## src/rtl/cv32e40p_wake_event_unit_pkg.sv

```systemverilog
`default_nettype none
// ============================================================================
//  Module   : cv32e40p_wake_pkg
//  Brief    : Shared types, constants and the acknowledge decode helper
//             for the wake event unit.
//  Revision : 1.0 - initial release
// ============================================================================
package cv32e40p_wake_pkg;

    typedef enum logic [1:0] {
        IDLE   = 2'd0,
        ARMED  = 2'd1,
        ASLEEP = 2'd2,
        WAKING = 2'd3
    } wake_state_e;

    localparam int IRQ_ID_W = 5;

    // One-hot of the acknowledged line; an invalid ack yields all zeros.
    function automatic logic [31:0] irq_onehot(input logic [IRQ_ID_W-1:0] id,
                                               input logic                valid);
        logic [31:0] v;
        v = '0;
        if (valid) begin
            v[id] = 1'b1;
        end
        return v;
    endfunction

endpackage
`default_nettype wire

```

## src/rtl/cv32e40p_wake_event_unit_if.sv

```systemverilog
`default_nettype none
// ============================================================================
//  Module   : cv32e40p_wake_event_unit_if
//  Brief    : Controller-side signal bundle of the wake event unit.
//             master = controller / interrupt source, slave = wake unit.
//  Revision : 1.0 - initial release
// ============================================================================
interface cv32e40p_wake_event_unit_if #(
    parameter int NUM_IRQ = 32,
    parameter int CNT_W   = 32
);
    import cv32e40p_wake_pkg::*;

    logic [NUM_IRQ-1:0]  irq_i;
    logic [NUM_IRQ-1:0]  irq_mask_i;
    logic                debug_req_i;
    logic                irq_ack_i;
    logic [IRQ_ID_W-1:0] irq_ack_id_i;
    logic                wfi_req_i;
    logic                core_sleep_i;
    logic                stats_clr_i;
    logic                wake_from_sleep_o;
    logic [NUM_IRQ-1:0]  irq_pending_o;
    logic                irq_req_o;
    logic [CNT_W-1:0]    sleep_cycles_o;

    modport master (
        output irq_i, irq_mask_i, debug_req_i, irq_ack_i, irq_ack_id_i,
               wfi_req_i, core_sleep_i, stats_clr_i,
        input  wake_from_sleep_o, irq_pending_o, irq_req_o, sleep_cycles_o
    );

    modport slave (
        input  irq_i, irq_mask_i, debug_req_i, irq_ack_i, irq_ack_id_i,
               wfi_req_i, core_sleep_i, stats_clr_i,
        output wake_from_sleep_o, irq_pending_o, irq_req_o, sleep_cycles_o
    );

endinterface
`default_nettype wire

```

## src/rtl/cv32e40p_wake_event_unit_pend_bank.sv

```systemverilog
`default_nettype none
// ============================================================================
//  Module   : cv32e40p_irq_pend_bank
//  Brief    : Sticky interrupt pending flops. A line high sets its bit; the
//             controller acknowledge clears it. Set beats a same-cycle ack,
//             and ack ids outside the implemented lines have no effect.
//  Revision : 1.0 - initial release
// ============================================================================
module cv32e40p_irq_pend_bank
    import cv32e40p_wake_pkg::*;
#(
    parameter int NUM_IRQ = 32
) (
    input  wire logic                clk_i,
    input  wire logic                rst_n,
    input  wire logic [NUM_IRQ-1:0]  irq_i,
    input  wire logic                irq_ack_i,
    input  wire logic [IRQ_ID_W-1:0] irq_ack_id_i,
    output logic      [NUM_IRQ-1:0]  pend_q_o
);

    logic [NUM_IRQ-1:0] ack_vec;
    logic [NUM_IRQ-1:0] pend_d;
    logic [NUM_IRQ-1:0] pend_q;

    // Truncation to NUM_IRQ bits drops acks aimed at unimplemented lines.
    assign ack_vec = NUM_IRQ'(irq_onehot(irq_ack_id_i, irq_ack_i));

    // Next pending: set by the line, otherwise held until acknowledged.
    always_comb begin
        pend_d = irq_i | (pend_q & ~ack_vec);
    end

    // Pending register, cleared by reset.
    always_ff @(posedge clk_i or negedge rst_n) begin
        if (!rst_n) begin
            pend_q <= '0;
        end else begin
            pend_q <= pend_d;
        end
    end

    assign pend_q_o = pend_q;

endmodule
`default_nettype wire

```

## src/rtl/cv32e40p_wake_event_unit.sv

```systemverilog
`default_nettype none
// ============================================================================
//  Module   : cv32e40p_wake_event_unit
//  Brief    : Ungated-clock wake logic. Tracks WFI entry, latches pending
//             interrupts and requests the core clock back on an enabled
//             interrupt or debug request. wake_from_sleep_o is held for at
//             least WAKE_HOLD cycles and for as long as WFI is requested.
//             Optional sleep-cycle counter: define CV32E40P_WAKE_STATS_EN.
//  Revision : 1.0 - initial release
// ============================================================================
module cv32e40p_wake_event_unit
    import cv32e40p_wake_pkg::*;
#(
    parameter int NUM_IRQ   = 32,
    parameter int WAKE_HOLD = 2,
    parameter int CNT_W     = 32
) (
    input  wire logic                    clk_ungated_i,
    input  wire logic                    rst_n,
    cv32e40p_wake_event_unit_if.slave    bus
);

    localparam int HOLD_W = $clog2(WAKE_HOLD) + 1;
    localparam logic [HOLD_W-1:0] HOLD_INIT = HOLD_W'(WAKE_HOLD - 1);

    localparam logic [1:0] ST_IDLE   = IDLE;
    localparam logic [1:0] ST_ARMED  = ARMED;
    localparam logic [1:0] ST_ASLEEP = ASLEEP;
    localparam logic [1:0] ST_WAKING = WAKING;

    logic [NUM_IRQ-1:0] pend_q;
    logic [1:0]         state_q, state_d;
    logic [HOLD_W-1:0]  hold_q, hold_d;
    logic               irq_enabled;
    logic               wake_event;

    cv32e40p_irq_pend_bank #(
        .NUM_IRQ (NUM_IRQ)
    ) u_pend_bank (
        .clk_i        (clk_ungated_i),
        .rst_n        (rst_n),
        .irq_i        (bus.irq_i),
        .irq_ack_i    (bus.irq_ack_i),
        .irq_ack_id_i (bus.irq_ack_id_i),
        .pend_q_o     (pend_q)
    );

    assign irq_enabled = |(pend_q & bus.irq_mask_i);
    assign wake_event  = irq_enabled | bus.debug_req_i;

    // Sleep FSM next-state and wake hold counter.
    always_comb begin
        state_d = state_q;
        hold_d  = hold_q;
        case (state_q)
            ST_IDLE: begin
                if (bus.wfi_req_i) begin
                    state_d = ST_ARMED;
                end
            end
            ST_ARMED: begin
                if (wake_event) begin
                    state_d = ST_WAKING;
                    hold_d  = HOLD_INIT;
                end else if (!bus.wfi_req_i) begin
                    state_d = ST_IDLE;
                end else if (bus.core_sleep_i) begin
                    state_d = ST_ASLEEP;
                end
            end
            ST_ASLEEP: begin
                if (wake_event) begin
                    state_d = ST_WAKING;
                    hold_d  = HOLD_INIT;
                end
            end
            ST_WAKING: begin
                if (hold_q != '0) begin
                    hold_d = hold_q - HOLD_W'(1);
                end
                if ((hold_q == '0) && !bus.wfi_req_i) begin
                    state_d = ST_IDLE;
                end
            end
            default: begin
                state_d = ST_IDLE;
            end
        endcase
    end

    // FSM and hold counter registers.
    always_ff @(posedge clk_ungated_i or negedge rst_n) begin
        if (!rst_n) begin
            state_q <= ST_IDLE;
            hold_q  <= '0;
        end else begin
            state_q <= state_d;
            hold_q  <= hold_d;
        end
    end

    assign bus.wake_from_sleep_o = (state_q == ST_WAKING);
    assign bus.irq_pending_o     = pend_q;
    assign bus.irq_req_o         = irq_enabled;

`ifdef CV32E40P_WAKE_STATS_EN
    logic [CNT_W-1:0] sleep_cnt_q, sleep_cnt_d;

    // Saturating ASLEEP cycle counter; clear has priority.
    always_comb begin
        sleep_cnt_d = sleep_cnt_q;
        if (bus.stats_clr_i) begin
            sleep_cnt_d = '0;
        end else if ((state_q == ST_ASLEEP) && (sleep_cnt_q != '1)) begin
            sleep_cnt_d = sleep_cnt_q + CNT_W'(1);
        end
    end

    // Sleep counter register.
    always_ff @(posedge clk_ungated_i or negedge rst_n) begin
        if (!rst_n) begin
            sleep_cnt_q <= '0;
        end else begin
            sleep_cnt_q <= sleep_cnt_d;
        end
    end

    assign bus.sleep_cycles_o = sleep_cnt_q;
`else
    logic unused_stats_clr;
    assign unused_stats_clr   = bus.stats_clr_i;
    assign bus.sleep_cycles_o = '0;
`endif

    // The controller must not withdraw WFI while the clock is gated and no
    // wake event is present.
    a_asleep_holds_wfi: assert property (@(posedge clk_ungated_i) disable iff (!rst_n)
        !((state_q == ST_ASLEEP) && !bus.wfi_req_i && !wake_event));

endmodule
`default_nettype wire

```

## src/flat_wrapper.sv

```systemverilog
// flat-port wrapper written by rule: the top's interface ports become plain ports
module cv32e40p_wake_event_unit_flat import cv32e40p_wake_pkg::*;
#(
    parameter int NUM_IRQ   = 32,
    parameter int WAKE_HOLD = 2,
    parameter int CNT_W     = 32
)
  (clk_ungated_i, rst_n, bus_irq_i, bus_irq_mask_i, bus_debug_req_i, bus_irq_ack_i, bus_irq_ack_id_i, bus_wfi_req_i, bus_core_sleep_i, bus_stats_clr_i, bus_wake_from_sleep_o, bus_irq_pending_o, bus_irq_req_o, bus_sleep_cycles_o);
  cv32e40p_wake_event_unit_if #(.NUM_IRQ(NUM_IRQ), .CNT_W(CNT_W)) bus_i ();
  input  wire logic clk_ungated_i;
  input  wire logic rst_n;
  input wire logic [$bits(bus_i.irq_i)-1:0] bus_irq_i;
  input wire logic [$bits(bus_i.irq_mask_i)-1:0] bus_irq_mask_i;
  input wire logic [$bits(bus_i.debug_req_i)-1:0] bus_debug_req_i;
  input wire logic [$bits(bus_i.irq_ack_i)-1:0] bus_irq_ack_i;
  input wire logic [$bits(bus_i.irq_ack_id_i)-1:0] bus_irq_ack_id_i;
  input wire logic [$bits(bus_i.wfi_req_i)-1:0] bus_wfi_req_i;
  input wire logic [$bits(bus_i.core_sleep_i)-1:0] bus_core_sleep_i;
  input wire logic [$bits(bus_i.stats_clr_i)-1:0] bus_stats_clr_i;
  output wire logic [$bits(bus_i.wake_from_sleep_o)-1:0] bus_wake_from_sleep_o;
  output wire logic [$bits(bus_i.irq_pending_o)-1:0] bus_irq_pending_o;
  output wire logic [$bits(bus_i.irq_req_o)-1:0] bus_irq_req_o;
  output wire logic [$bits(bus_i.sleep_cycles_o)-1:0] bus_sleep_cycles_o;
  assign bus_i.irq_i = bus_irq_i;
  assign bus_i.irq_mask_i = bus_irq_mask_i;
  assign bus_i.debug_req_i = bus_debug_req_i;
  assign bus_i.irq_ack_i = bus_irq_ack_i;
  assign bus_i.irq_ack_id_i = bus_irq_ack_id_i;
  assign bus_i.wfi_req_i = bus_wfi_req_i;
  assign bus_i.core_sleep_i = bus_core_sleep_i;
  assign bus_i.stats_clr_i = bus_stats_clr_i;
  assign bus_wake_from_sleep_o = bus_i.wake_from_sleep_o;
  assign bus_irq_pending_o = bus_i.irq_pending_o;
  assign bus_irq_req_o = bus_i.irq_req_o;
  assign bus_sleep_cycles_o = bus_i.sleep_cycles_o;
  cv32e40p_wake_event_unit #(.NUM_IRQ(NUM_IRQ), .WAKE_HOLD(WAKE_HOLD), .CNT_W(CNT_W)) u_core (.clk_ungated_i(clk_ungated_i), .rst_n(rst_n), .bus(bus_i));
endmodule
```

## config.mk

```make
export PLATFORM = sky130hd
export DESIGN_NAME = cv32e40p_wake_event_unit_flat
export DESIGN_NICKNAME = d
export VERILOG_FILES = /design/src/rtl/cv32e40p_wake_event_unit_pkg.sv /design/src/rtl/cv32e40p_wake_event_unit_if.sv /design/src/rtl/cv32e40p_wake_event_unit_pend_bank.sv /design/src/rtl/cv32e40p_wake_event_unit.sv /design/src/flat_wrapper.sv
export SDC_FILE = /design/constraint.sdc
export NUM_CORES = 1
export LEC_CHECK = 0
export CAP_MARGIN = 20
export CORE_AREA = 2 2 79 81
export DETAILED_ROUTE_END_ITERATION = 6
export DIE_AREA = 0 0 81 83
export PLACE_DENSITY = 0.87
export SLEW_MARGIN = 5
export SYNTH_ARGS = -nofsm -noshare
export SYNTH_HDL_FRONTEND = slang
export SYNTH_SLANG_ARGS = --single-unit
```

## constraint.sdc

```tcl
create_clock -name clk_ungated_i -period 2.35 [get_ports clk_ungated_i]
set_clock_uncertainty 0.15 [all_clocks]
set_input_delay 0.235 -clock clk_ungated_i [delete_from_list [all_inputs] [get_ports clk_ungated_i]]
set_output_delay 0.235 -clock clk_ungated_i [all_outputs]
set_load 0.01 [all_outputs]
```

======== Word level (Yosys, flattened, before mapping) ========
Cells that the tools add are included.
storage, ports and cells
  bits in registers ....................... 36
  bits in latches ......................... 0
  RAM bits ................................ 0
  memory bits (read-only) ................. 0
  input bits .............................. 76
  output and inout port bits .............. 66
  memories kept ........................... 0
operators by class
  $add $sub $neg .......................... 1
  $mul .................................... 0
  div/mod/pow operators ................... 0
  order comparisons ....................... 2
  equal/unequal tests ..................... 9
  shifts and indexed selects .............. 0
  muxes and demuxes ....................... 13
  bitwise operators ....................... 5
  reductions and logical operators ........ 11
operators by type and width
  operator             number
  $and 32x32->32       2
  $mux 32              1
  $not 32->32          1
  $or 32x32->32        1
  $reduce_or 32->1     1
  $mux 2               8
  $ne 2x1->1 const B   4
  $pmux 2 s4           1
  $lt 5x6->1 const B   1
  $demux 1 s5          1
  $ge 5x1->1 const B   1
  $eq 2x2->1 const B   2
  $logic_not 2->1      2
  $ne 4x3->1 const B   1
  $pmux 2 s2           1
  $reduce_and 4->1     1
  $reduce_bool 2->1    2
  $reduce_and 3->1     1
  $eq 2x1->1 const B   1
  $logic_and 1x1->1    2
  $ne 2x2->1 const B   1
  $reduce_or 2->1      1
  $sub 2x1->2 const B  1
  $logic_not 1->1      1
  2 further kinds      2

======== Logic depth before layout (Yosys ltp) ========
Gate-level depths: netlist of the first run.
  depth in word-level cells ............... 8
  gate-level depth with buffers ........... 8
  gate-level depth less buffers ........... 8

======== By module ========
Synthesis of the first run repeated with hierarchy kept, for this count alone.
second synthesis, totals
  cell total of the unflattened synthesis .. 242
  area total of the unflattened synthesis .. 2,257.2 um^2
modules (own cells, without submodules)
  module                    instances  cells an instance  area each (um^2)  seq. area each (um^2)
  cv32e40p_irq_pend_bank    1          146                1,477.7           800.8
  cv32e40p_wake_event_unit  1          96                 779.5             100.1

======== Worst setup path before layout of the first run ========
OpenSTA, ideal clock, no wires.
  path type ............................... reg-to-reg
  from .................................... register u_core.u_pend_bank.pend_q[6], in the netlist u_core.u_pend_bank.pend_q_o[6]
  to ...................................... register u_core.hold_q[0]
  arrival ................................. 1.624 ns
  path slack .............................. 0.451 ns
  stages on the path, launching flop included .. 7
  path buffers ............................ 0
  clock period less this slack ............ 1.899 ns
  cell sequence ........................... dfrtp_1 > a22o_1 > a221oi_2 > and4_4 > nand3b_4 > o21a_4 > mux2_4
between the ends
  longest elaborated chain between the ends .. 5
ends and longest elaborated chain
  item                               line                                      RTL
  start, declared                    cv32e40p_wake_event_unit_pend_bank.sv:24  logic [NUM_IRQ-1:0] pend_q;
  start signal, assigned             cv32e40p_wake_event_unit_pend_bank.sv:39  pend_q <= pend_d;
  $and 32x32->32                     cv32e40p_wake_event_unit.sv:48            assign irq_enabled = |(pend_q & bus.irq_mask_i);
  $reduce_or 32->1                   cv32e40p_wake_event_unit.sv:48
  $or 1x1->1                         cv32e40p_wake_event_unit.sv:49            assign wake_event = irq_enabled | bus.debug_req_i;
  $ne 2x1->1 (no source line)        -
  $reduce_and 3->1 (no source line)  -
  end signal, assigned               cv32e40p_wake_event_unit.sv:98            hold_q <= hold_d;
  end, declared                      cv32e40p_wake_event_unit.sv:33            logic [HOLD_W-1:0] hold_q, hold_d;
Every way passes these cells.
A chain may end at the register's enable or synchronous reset.

======== Worst setup path after layout of the first run ========
  from .................................... register u_core.u_pend_bank.pend_q[7], in the netlist u_core.u_pend_bank.pend_q_o[7]
  to ...................................... output port bus_irq_req_o
between the ends
  longest elaborated chain between the ends .. 2
ends and longest elaborated chain
  item              line                            RTL
  $and 32x32->32    cv32e40p_wake_event_unit.sv:48
  $reduce_or 32->1  cv32e40p_wake_event_unit.sv:48
  end, declared     flat_wrapper.sv:22              output wire logic [$bits(bus_i.irq_req_o)-1:0] bus_irq_req_o;
Every way passes these cells.

==> qor.yml, run 1 <==
status: "completed"
cts_root_buffer: "clkbuf_8"
wl_um: 6000
grtUsageTotal_pct: 18.3
place_hpwl_um: 4950
rows: 28
drcViolationCount: 0
fin_util_pct: 55.7
hold_depth: 2
synthCells: 207
hold_end: "u_core.u_pend_bank.pend_q_o[25]"
ant_nets: 0
path_clk_slew_ps: 80
crit_path_end_kind: "output port"
setup-tns-final_ps: 0
synth_cell_type_count: 32
path_class: "reg2out"
finalMaxSlewViolations: 0
reg2reg_from: "u_core.u_pend_bank.pend_q_o[7]"
io_buffers: 108
ys_warn_count: 0
cts_sinks: 36
core_area_sq_um: 5820
r2r_slack_ps: 240
hp-class: "in2reg"
slew_headroom_pct: 45.6
firstDrtPassIters: 4
antenna_found_initial: 0
avgRoutedWirePerCell_um: 15.0
num-nets-final: 404
die_x_um: 81
power.leakage_nw: 1.28
postSynth.topFlopCell: "dfrtp_1"
peakVddDrop_uv: 287
min_period_over_period_pct: 91.3
avgSynthCellArea_sq_um: 9.99
synth-seq-cells: 36
startpoint_type: "register"
gp_congestion: 0.781
numCtsBuffers: 5
grt-ovfl-total: 0
synth-edff-count: 0
htree_levels: 2
drive_gt1_share_pct: 6.17
grt_pass1_vias: 1935
syn2layout_area_growth_pct: 56.6
hold_viol_final: 0
clk_latency_ps: 290
worst_pin_slew_ps: 817
seq_area_frac_synth_pct: 43.6
viasPerCell: 4.70
rsz0062_at_grt: "false"
synth_area_sq_um: 2070
cp_data_arrival_time_ps: 1760
r2r_cells: 7
worstPathMaxFanout: 3
p_per_area_nw_per_um2: 541
die_area_sq_um: 6720
num_antenna_cells: 0
grt_pass1_wl_um: 9350
first_iter_violations: 59
r2r-end: "u_core.hold_q[0]"
hold_path.startpoint: "bus_irq_i[25]"
synth-async-reset-ratio_pct: 100
clock_path_buffers: 2
cp.required_ps: 1970
io_pins: 142
die_h_um: 83
initial_core_util_pct: 35.6
cap_violations: 0
post-route-min-period_ps: 2150
fmax_ghz: 0.466
grt_max_degree: 37
finalSetupViolCount: 0
vias: 1876
tritoncts: "yes"
-- registers in the layout, summed over array words and instances (netlist names), named ones only --
register and flops:
u_core.state_q 1, u_core.u_pend_bank.pend_q_o 32, u_core.hold_q 2
-- routing by layer --
metal  vias up  track usage, %  part of all wire (%)
li1        890               -                     -
met1       890            23.2                    42
met2        90            30.8                    50
met3         6            5.22                   7.5
met4         0            3.70                  0.77
met5         -               0                     0
-- cell usage after synthesis (2+ instances only) --
cell type	n	share of area, %
nor3b_1	4	1.5
buf_4	32	12
a21oi_1	3	0.73
a22oi_1	9	3.3
o21ai_0	19	4.6
a21o_1	16	5.8
ha_1	5	3.0
nand3_1	2	0.48
nand2b_1	17	5.1
a22o_1	4	1.7
nor2_1	2	0.36
dfrtp_1	36	44
a221oi_2	4	2.9
inv_1	9	1.6
nand3b_1	5	1.8
nand2_1	22	4.0
mux2i_1	2	0.97
nand4_1	2	0.60
-- area by class of cell --
cell class / count / area, sq um
clock inverters: 2 / 35.0
inverters: 9 / 33.8
fillers: 541 / 2580
multi-input cells: 161 / 1010
flip-flops and latches: 36 / 901
repair buffers: 110 / 1090
clock buffers: 6 / 72.6
well taps: 75 / 93.8
-- layout by cell type, fill, tap and decap left out, types with 2 or more instances in the layout --
cell type        netlist  final
nand3b_1               5      5
nand4_1                2      2
inv_1                  9      9
nand2_1               22     22
o21ai_0               19     19
ha_1                   5      5
nand2b_1              17     17
clkdlybuf4s50_1        0    106
clkbuf_8               0      5
a22o_1                 4      4
mux2i_1                2      2
nand3_1                2      2
a21oi_1                3      3
nor2_1                 2      2
a221oi_2               4      4
a22oi_1                9      9
conb_1                 1     32
a21o_1                16     16
dfrtp_1               36     36
nor3b_1                4      4
-- how the worst max path moves through the flow --
stage	startpoint	depth (start not counted)	to	slack (ps)
6_report	u_core.u_pend_bank.pend_q_o[7]	5	bus_irq_req_o	200
4_1_cts	u_core.u_pend_bank.pend_q_o[7]	5	bus_irq_req_o	200
5_1_grt	u_core.u_pend_bank.pend_q_o[7]	5	bus_irq_req_o	140
2_1_floorplan	u_core.u_pend_bank.pend_q_o[6]	6	u_core.hold_q[0]	450
3_3_place_gp	bus_irq_mask_i[7]	6	bus_irq_req_o	40
3_5_place_dp	bus_irq_mask_i[7]	6	bus_irq_req_o	10
-- metrics by stage --
stage	hold slack, ps	cells	setup WS (ps)	area (sq um)	power [mW]
5_1_grt	360	399	137	3240	1.85
4_1_cts	346	399	196	3240	1.76
2_1_floorplan	-211	238	451	2180	1.03
3_3_place_gp	224	389	41.9	3110	1.20
6_report	353	399	203	3240	1.75
3_5_place_dp	233	389	12.0	3110	1.23
-- logic make-up (layout without fill, tap and decap cells) --
logic type / after synthesis / in the layout / share of synthesized area (%)
and+or+nand+nor: 62 / 62 / 17.6
AOI/OAI and AO/OA: 59 / 59 / 20.7
buffers and inverters: 41 / 127 / 13.2
DFF: 36 / 36 / 43.6
adders and majority gates: 5 / 5 / 3.02
muxes: 3 / 3 / 1.69
other: 1 / 32 / 0.181
-- report_power, final --
part | total, mW | switching, mW | internal, mW
registers | 0.690 | 0.0338 | 0.656
logic | 0.526 | 0.245 | 0.281
clock network | 0.536 | 0.221 | 0.315
-- repair_timing --
item                                   4_1_cts  5_1_grt
setup endpoints to repair                    1        0
buffers inserted                             1        0
endpoints found under the hold margin       36        0
resized for setup                            1        0
hold buffers                                 1        0
-- worst max-delay path, stage by stage (launching register included) --
cell           delay, ps
dfrtp_1              400
a22o_1               230
a221oi_2             230
and4_4               280
nand2_1               60
dlygate4sd2_1        280
(Power assumes the default switching activity.)
==> run 2, diff against run 1 <==
--- a/config.mk
+++ b/config.mk
@@ -5,11 +5,10 @@
 export SDC_FILE = /design/constraint.sdc
 export NUM_CORES = 1
 export LEC_CHECK = 0
-export CAP_MARGIN = 20
-export CORE_AREA = 2 2 79 81
+export CORE_AREA = 2 2 77 79
 export DETAILED_ROUTE_END_ITERATION = 6
-export DIE_AREA = 0 0 81 83
-export PLACE_DENSITY = 0.87
+export DIE_AREA = 0 0 79 81
+export PLACE_DENSITY = 0.91
 export SLEW_MARGIN = 5
 export SYNTH_ARGS = -nofsm -noshare
 export SYNTH_HDL_FRONTEND = slang
==> constraint.sdc (replaced) <==
create_clock -name clk_ungated_i -period 2.8 [get_ports clk_ungated_i]
set_clock_uncertainty 0.15 [all_clocks]
set_input_delay 0.28 -clock clk_ungated_i [delete_from_list [all_inputs] [get_ports clk_ungated_i]]
set_output_delay 0.28 -clock clk_ungated_i [all_outputs]
set_load 0.01 [all_outputs]
==> run 2 against run 1 <==
  * Total power shrank 19%
  * Clock power shrank 29%
  * Routed wire length grew 1.5%
  * Worst setup slack gained 200 ps
  * Cell area shrank 0.73%
  * Sequential cell count is the same
  * Worst hold slack gained 3.1 ps
  * Non-clock buffer count shrank 1
  * Cell count shrank 0.25%
  * Clock-buffer cell count grew 2
==> qor.yml, run 2 (synthesis results as in run 1) <==
setup-tns-final_ps: 0  # unchanged
post-route-min-period_ps: 2400
grt_pass1_vias: 2002  # was 1935
grt_max_degree: 37  # unchanged
worst_pin_slew_ps: 838  # was 817 ps
drive_gt1_share_pct: 5.57  # was 6.17%
r2r_slack_ps: 810  # was 240 ps
status: "completed"  # unchanged
io_pins: 142  # unchanged
grtUsageTotal_pct: 19.5  # was 18.3%
finalMaxSlewViolations: 0  # unchanged
initial_core_util_pct: 36.4  # was 35.6%
wl_um: 6090  # was 6000 um
num-nets-final: 403  # was 404
startpoint: "bus_irq_mask_i[7]"  # was u_core.u_pend_bank.pend_q_o[7]
cp.required_ps: 2370  # was 1970 ps
firstDrtPassIters: 4  # unchanged
clock_path_buffers: 2  # unchanged
die_h_um: 81  # was 83 um
reg2reg_from: "u_core.u_pend_bank.pend_q_o[7]"  # unchanged
r2r-end: "u_core.hold_q[0]"  # unchanged
finalInstanceArea_sq_um: 3210  # was 3240 sq um
peakVddDrop_uv: 302  # was 287 uV
seq_power_share_pct: 40.9  # was 39.4%
drcViolationCount: 0  # unchanged
rows: 28  # unchanged
power.leakage_nw: 1.27  # was 1.28 nW
io_buffers: 108  # unchanged
cts_root_buffer: "clkbuf_8"  # unchanged
grt_pass1_wl_um: 9400  # was 9350 um
hp-class: "reg2reg"  # was in2reg
cts_setup_buffers: 0  # was 1
htree_levels: 2  # unchanged
worstPathMaxFanout: 2  # was 3
ant_nets: 0  # unchanged
place_hpwl_um: 5060  # was 4950 um
grt-ovfl-total: 0  # unchanged
startpoint_type: "input pin"  # was register
clk_latency_ps: 290  # about the same
first_iter_violations: 36  # was 59
p_per_area_nw_per_um2: 442  # was 541 nW/um^2
gp_congestion: 0.766  # was 0.781
p_sw_uw: 430  # was 501 uW
core_area_sq_um: 5680  # was 5820 sq um
avgRoutedWirePerCell_um: 15.3  # was 15.0 um
r2r_cells: 6  # was 7
cts_sinks: 36  # unchanged
vias: 1924  # was 1876
finalSetupViolCount: 0  # unchanged
min_period_over_period_pct: 85.6
clock_power_share_pct: 26.7  # was 30.6%
slew_headroom_pct: 44.1  # was 45.6%
hold_depth: 1  # was 2
numCtsBuffers: 5  # unchanged
tritoncts: "yes"  # unchanged
die_area_sq_um: 6400  # was 6720 sq um
path_class: "in2out"  # was reg2out
final_cell_mix: "clkdlybuf4s50_1, dfrtp_1, conb_1, nand2_1, o21ai_0"  # unchanged
num_antenna_cells: 0  # unchanged
detailed_place.area_sq_um: 3110  # unchanged
fmax_ghz: 0.417
crit_path_end_kind: "output port"  # unchanged
viasPerCell: 4.83  # was 4.70
cap_violations: 0  # unchanged
num-fill-cells: 511  # was 541
largest_reg_flops: 32  # unchanged
combPwrFrac_pct: 32.4  # was 30.0%
die_x_um: 79  # was 81 um
crit_end: "bus_irq_req_o"  # unchanged
hold_viol_final: 0  # unchanged
rsz0062_at_grt: "false"  # unchanged
syn2layout_area_growth_pct: 55.4  # was 56.6%
internal_power_uw: 991  # was 1.25 mW
netSwitchingFraction_pct: 30.3  # was 28.6%
antenna_found_initial: 0  # unchanged
layout_commonest_cell: "clkdlybuf4s50_1"  # unchanged
path_clk_slew_ps: 70  # was 80 ps
cp_data_arrival_time_ps: 1970  # was 1760 ps
run 2: changes by cell type in the layout (fill, tap and decap cells not counted), sizes merged:
cell and change:
dlygate4sd2 -1, bufinv -1, clkbuf +2, clkinv -1
clkdlybuf4s50 +1, buf -1
run 2: routing by layer:
| layer | up-vias | GRT usage (%) | routed length [um] | share of wire, % |
|---|---|---|---|---|
| li1 | 895 | - | - | - |
| met1 | 922 | 22.0 | 2400 | 39 |
| met2 | 96 | 36.3 | 3140 | 52 |
| met3 | 11 | 4.33 | 444 | 7.3 |
| met4 | 0 | 6.72 | 102 | 1.7 |
| met5 | - | 0 | 0 | 0 |
run 2: power by group through the flow:
stage	sequential [mW]	combinational (mW)	clock [mW]
after global routing	0.585	0.506	0.410
after floorplan	0.585	0.279	0
final	0.581	0.460	0.379
after global placement	0.587	0.417	0
after detailed placement	0.590	0.458	0
after CTS	0.580	0.461	0.388
run 2: how the worst min path moves through the flow:
stage | from | endpoint | slack [ps]
after floorplan | rst_n | async pin | -170
after global placement | rst_n | u_core.u_pend_bank.pend_q_o[20] | 260
after detailed placement | rst_n | u_core.u_pend_bank.pend_q_o[23] | 270
after CTS | u_core.u_pend_bank.pend_q_o[5] | u_core.u_pend_bank.pend_q_o[5] | 360
after global routing | u_core.u_pend_bank.pend_q_o[7] | u_core.u_pend_bank.pend_q_o[7] | 380
final | u_core.u_pend_bank.pend_q_o[5] | u_core.u_pend_bank.pend_q_o[5] | 360
run 2: layout make-up:
type | instances | area (sq um) | share of cell area [%]
inverters | 9 | 33.8 | 1.05
clock buffers | 8 | 90.1 | 2.80
well taps | 75 | 93.8 | 2.92
repair buffers | 109 | 1090 | 33.8
flip-flops and latches | 36 | 901 | 28.0
multi-input cells | 161 | 1010 | 31.4
run 2: timing repair:
item                                   in CTS  in global routing
endpoints found under the hold margin      36                  0
hold buffers                                1                  0
resized for setup                           0                  0
run 2: critical path: stages:
cell and delay [ps]:
clkdlybuf4s50_1 410, a22o_1 240, a221oi_2 210, and4_4 280, nand2_1 70, clkdlybuf4s50_1 480
run 2: through the flow:
| stage | total power [mW] | worst slack, ps | hold WS (ps) | cells | utilization (%) |
|---|---|---|---|---|---|
| detailed placement | 1.05 | 381 | 271 | 389 | 54.9 |
| CTS | 1.43 | 381 | 358 | 398 | 56.6 |
| finish | 1.42 | 404 | 356 | 398 | 56.6 |
| floorplan | 0.864 | 901 | -166 | 238 | - |
| global placement | 1.00 | 410 | 260 | 389 | 54.9 |
| global route | 1.50 | 313 | 382 | 398 | 56.6 |
